### config.mk
export PLATFORM = sky130hd
export DESIGN_NAME = locked_reg_read_port
export DESIGN_NICKNAME = d
export VERILOG_FILES = /design/src/rtl/locked_reg_read_port.sv
export SDC_FILE = /design/constraint.sdc
export NUM_CORES = 1
export LEC_CHECK = 0
export BUFFER_PORTS_ARGS = -buffer_cell sky130_fd_sc_hd__buf_2
export CAP_MARGIN = 10
export CORE_MARGIN = 4
export CORE_UTILIZATION = 44
export CTS_BUF_LIST = sky130_fd_sc_hd__clkbuf_8 sky130_fd_sc_hd__clkbuf_16
export CTS_CLUSTER_DIAMETER = 60
export DETAILED_ROUTE_END_ITERATION = 12
export HOLD_SLACK_MARGIN = 0.06
export PLACE_DENSITY = 0.89
export REMOVE_ABC_BUFFERS = 1
export SYNTH_ARGS = -nofsm -noshare
export SYNTH_HDL_FRONTEND = slang
export SYNTH_SLANG_ARGS = --single-unit
### constraint.sdc
create_clock -name Clk -period 2.5 [get_ports Clk]
set_input_delay 0.5 -clock Clk [delete_from_list [all_inputs] [get_ports Clk]]
set_output_delay 0.5 -clock Clk [all_outputs]
set_load 0.03 [all_outputs]
### src/rtl/locked_reg_read_port.sv
// rtl/locked_reg_read_port.sv - lock-aware read responder for a bank of configuration registers
// Optional feature macro: READ_AUDIT_EN adds the denial audit record (audit_flag/audit_addr/audit_clr).
module locked_reg_read_port #(
    parameter int DATA_W   = 16,
    parameter int NUM_REGS = 8,
    parameter int ADDR_W   = 3,
    parameter int CNT_W    = 8
) (
    input  logic                       Clk,
    input  logic                       resetn,
    input  logic [DATA_W*NUM_REGS-1:0] reg_data,
    input  logic [NUM_REGS-1:0]        reg_lock,
    input  logic                       debug_mode,
    input  logic                       rd_req_valid,
    output logic                       rd_req_ready,
    input  logic [ADDR_W-1:0]          rd_addr,
    input  logic                       rd_trusted,
    output logic                       rd_rsp_valid,
    input  logic                       rd_rsp_ready,
    output logic [DATA_W-1:0]          rd_rsp_data,
    output logic                       rd_rsp_err,
    output logic [CNT_W-1:0]           deny_cnt
`ifdef READ_AUDIT_EN
    ,
    input  logic                       audit_clr,
    output logic                       audit_flag,
    output logic [ADDR_W-1:0]          audit_addr
`endif
);

    typedef enum logic [1:0] {
        IDLE  = 2'd0,
        CHECK = 2'd1,
        RESP  = 2'd2
    } state_t;

    state_t              state_q;
    logic [ADDR_W-1:0]   addr_q;
    logic                trusted_q;
    logic                rsp_valid_q;
    logic [DATA_W-1:0]   rsp_data_q;
    logic                rsp_err_q;
    logic [CNT_W-1:0]    deny_cnt_q;

    logic                in_range;
    logic [DATA_W-1:0]   sel_data;
    logic                sel_lock;
    logic                deny;

    // debug_mode is deliberately ignored: it must never open a locked register.
    logic unused_debug_mode;
    assign unused_debug_mode = debug_mode;

    assign in_range = (32'(addr_q) < NUM_REGS);

    // Select the addressed register and its lock without indexing past the bank.
    always_comb begin
        sel_data = '0;
        sel_lock = 1'b0;
        for (int i = 0; i < NUM_REGS; i++) begin
            if (addr_q == ADDR_W'(i)) begin
                sel_data = reg_data[i*DATA_W +: DATA_W];
                sel_lock = reg_lock[i];
            end
        end
    end

    // Out-of-range is checked first; otherwise a lock blocks untrusted requesters.
    assign deny = !in_range || (sel_lock && !trusted_q);

    // Request/check/response sequencer with registered response outputs.
    always_ff @(posedge Clk or negedge resetn) begin
        if (!resetn) begin
            state_q     <= IDLE;
            addr_q      <= '0;
            trusted_q   <= 1'b0;
            rsp_valid_q <= 1'b0;
            rsp_data_q  <= '0;
            rsp_err_q   <= 1'b0;
            deny_cnt_q  <= '0;
        end else begin
            case (state_q)
                IDLE: begin
                    if (rd_req_valid) begin
                        addr_q    <= rd_addr;
                        trusted_q <= rd_trusted;
                        state_q   <= CHECK;
                    end
                end
                CHECK: begin
                    state_q     <= RESP;
                    rsp_valid_q <= 1'b1;
                    if (deny) begin
                        rsp_err_q  <= 1'b1;
                        rsp_data_q <= '0;
                        if (deny_cnt_q != {CNT_W{1'b1}}) begin
                            deny_cnt_q <= deny_cnt_q + CNT_W'(1);
                        end
                    end else begin
                        rsp_err_q  <= 1'b0;
                        rsp_data_q <= sel_data;
                    end
                end
                RESP: begin
                    if (rd_rsp_ready) begin
                        rsp_valid_q <= 1'b0;
                        state_q     <= IDLE;
                    end
                end
                default: begin
                    state_q     <= IDLE;
                    rsp_valid_q <= 1'b0;
                end
            endcase
        end
    end

    // Ready is gated by resetn so it stays low for the whole reset interval.
    assign rd_req_ready = (state_q == IDLE) && resetn;
    assign rd_rsp_valid = rsp_valid_q;
    assign rd_rsp_data  = rsp_data_q;
    assign rd_rsp_err   = rsp_err_q;
    assign deny_cnt     = deny_cnt_q;

`ifdef READ_AUDIT_EN
    logic              audit_flag_q;
    logic [ADDR_W-1:0] audit_addr_q;

    // Record the most recent denial; a denial in the same cycle beats a clear.
    always_ff @(posedge Clk or negedge resetn) begin
        if (!resetn) begin
            audit_flag_q <= 1'b0;
            audit_addr_q <= '0;
        end else if (state_q == CHECK && deny) begin
            audit_flag_q <= 1'b1;
            audit_addr_q <= addr_q;
        end else if (audit_clr) begin
            audit_flag_q <= 1'b0;
            audit_addr_q <= '0;
        end
    end

    assign audit_flag = audit_flag_q;
    assign audit_addr = audit_addr_q;
`else
    // Without the audit feature no denial record is kept.
`endif

endmodule

==> metrics.yaml <==
run_status: "finished clean"
critPathCaptureType: "flop"
worstMarginPinSlew_ns: 0.6034
cts_sinks: 32
cp_top_family: "simple AND/OR/NAND/NOR gates"
fin_nets: 518
drt_iter0_drc: 112
slowest_delay_ns: 0.40
required_ns: 2.70
final_cell_area_um2: 3353
synthFlopType: "dfrtp_1"
placed_cell_area_um2: 3266
hold_ws_ns: 0.2422
drv_cap: 0
detail_route.wl_per_cell_um: 16.90
ios: 172
drc: 0
start_kind: "flop"
regArea_um2: 802.0
hpwl_um: 6196
gp_congestion: 0.7887
crit_arrival_ns: 2.32
regToRegSetupSlack_ns: 0.38
via_per_inst: 5.479
path_cells: "buf_4 > nor2b_1 > nand2_1 > nand3_1 > nand2_1 > o21ai_0"
irDropWorstVdd_v: 0.0005283
start_util: 0.4552
ys.warnings.count: 0
path_buf_inv: 1
slew_headroom: 0.5977
synth_cell_types: 33
rsz0062_at_grt: "false"
drt.antenna.violating_nets: 0
via_count: 2427
die_h_um: 80.92
grt_pass1_wl_um: 11740
h-tree-depth: 2
synth-seq-cells: 32
crit_path_frequent_cell: "nand2_1"
drt_wl_total_um: 7488
power_leakage_nw: 1.695
cts-hold-fix-buffers: 0
path_clk_slew_ns: 0.07
timing_max_transition_violations_final: 0
worst-path-stages: 6
finalPower_mw: 3.602
fin_skew_ns: 0.006303
postCtsSetupBuffers: 0
critPathSlowestCell: "nor2b_1"
p_per_area_nw_per_um2: 1074
grt_pass1_vias: 2585
synth-edff-count: 0
antenna_found_initial: 0
setup_viol: 0
grt_usage: 0.2356
grt_overflow_total: 0
cts_buffers: 5
max_freq_ghz: 0.4718
worstSetupPathType: "reg -> reg"
syn2layout_area_growth_pct: 43.32
cts.root.buffer_cell: "clkbuf_8"
async_reset_ff_frac: 1.000
core_area_um2: 5140
period_share: 0.8479
clockBufferDepth: 2
post-route-min-period_ns: 2.120
cts_resized: 0
synth.avg_cell_area_um2: 11.58
multi_input_area_um2: 1454
worstSkewPairLatency_ns: 0.29
drt_first_pass_iters: 4
synth_cells: 202
finalHoldViolations: 0
die-area_um2: 6548
hp-class: "in -> async"
num_rows: 26
synth_sequential_area_ratio: 0.3422
port-buffer-count: 170
diodes: 0
die_x_um: 80.92
drive_above_1_share: 0.6059
reg2regPathDepth: 6
grt_max_degree: 33
critPathMaxFanout: 29
cts_tree: "yes"
num-fill-cells: 446
syn_area_um2: 2340
## metrics by stage
stage               setup slack (ns)  setup TNS [ns]  std cells  utilization
finish                        0.3803               0        443       0.6524
global route                  0.1069               0        443       0.6524
CTS                           0.3211               0        443       0.6524
detailed placement            0.3398               0        435       0.6353
global placement              0.4748               0        435       0.6353
floorplan                    -0.2608          -5.210        187            -
## layout make-up
cell class | count | share of cell area
multi-input cells | 152 | 0.4336
repair buffers | 178 | 0.2716
flip-flops and latches | 32 | 0.2392
well taps | 70 | 0.02612
clock buffers | 5 | 0.02052
clock inverters | 3 | 0.005597
inverters | 3 | 0.003358
## cell usage after synthesis, types with 2 or more instances
cell type  count  area share
mux2i_1       20       0.086
mux2_2         9       0.043
nor3_2         3       0.013
o21ai_0       21       0.045
nand2_1       17       0.027
buf_2         10       0.021
nor2b_1        5       0.013
o22ai_1        4       0.011
clkbuf_1       2      0.0032
dfrtp_1       32        0.34
xnor2_1        3       0.011
nand3_1        4      0.0086
xor2_1         4       0.015
inv_1          3      0.0048
nor2_1        10       0.016
a31oi_1        4       0.011
a22oi_1        9       0.029
a21boi_0       4       0.013
mux4_2        24        0.23
## where the power goes
part	switching [mW]	internal, mW	total [mW]
Combinational	1.22	1.05	2.27
Clock	0.204	0.194	0.398
Sequential	0.202	0.731	0.933
## sequential cells by signal, summed over array words and instances (netlist names)
signal	flops
rd_rsp_valid	1
addr_q	3
state_q	2
deny_cnt	8
rd_rsp_data	16
rd_rsp_err	1
trusted_q	1
## cells by family (layout without fill, tap and decap cells)
family / after synthesis / after routing / share of synthesized area
muxes: 53 / 53 / 0.3599
AOI/OAI and AO/OA: 46 / 46 / 0.1246
and+or+nand+nor: 45 / 45 / 0.1054
DFF: 32 / 32 / 0.3422
buffers and inverters: 18 / 189 / 0.03636
xor gates and xnor gates: 7 / 7 / 0.02620
adders and majority gates: 1 / 1 / 0.005347
## layer usage
layer	share of wire	vias up	routed length [um]	global-route usage
met5	0	-	0	0
met4	0.030	0	223	0.1098
li1	-	1119	-	-
met2	0.55	116	4107	0.4278
met1	0.35	1173	2613	0.2571
met3	0.073	19	543	0.05654
## layout by cell type (no fill, tap or decap)
cell type and n:
buf_2 170, dfrtp_1 31, mux4_2 24, o21ai_0 21
mux2i_1 20, nand2_1 17, nor2_1 10, a22oi_1 9
mux2_2 9, buf_4 8, nor2b_1 5, clkbuf_8 5
nand3_1 4, xor2_1 4, a31oi_1 4, a21boi_0 4
o22ai_1 4, inv_1 3, nor3_2 3, xnor2_1 3
clkinv_2 2, nor3b_1 1, nor4bb_1 1, a311oi_2 1
nand2b_1 1, o31a_1 1, nand4_4 1, nand4_1 1
nor3b_2 1, o21a_1 1, a21o_1 1, ha_1 1
dfrtp_2 1, clkinv_4 1
## path summary, 6_finish.rpt
path	from	endpoint
max	addr_q[1]$_DFFE_PN0P_	rd_rsp_data[5]$_DFFE_PN0P_
min	resetn	deny_cnt[4]$_DFFE_PN0P_
max reg2reg	addr_q[1]$_DFFE_PN0P_	rd_rsp_data[5]$_DFFE_PN0P_
min reg2reg	rd_rsp_err$_DFFE_PN0P_	rd_rsp_err$_DFFE_PN0P_
max in group asynchronous	resetn	addr_q[1]$_DFFE_PN0P_
min in group Clk	rd_trusted	trusted_q$_DFFE_PN0P_
Power figures use the tool's default switching activity.
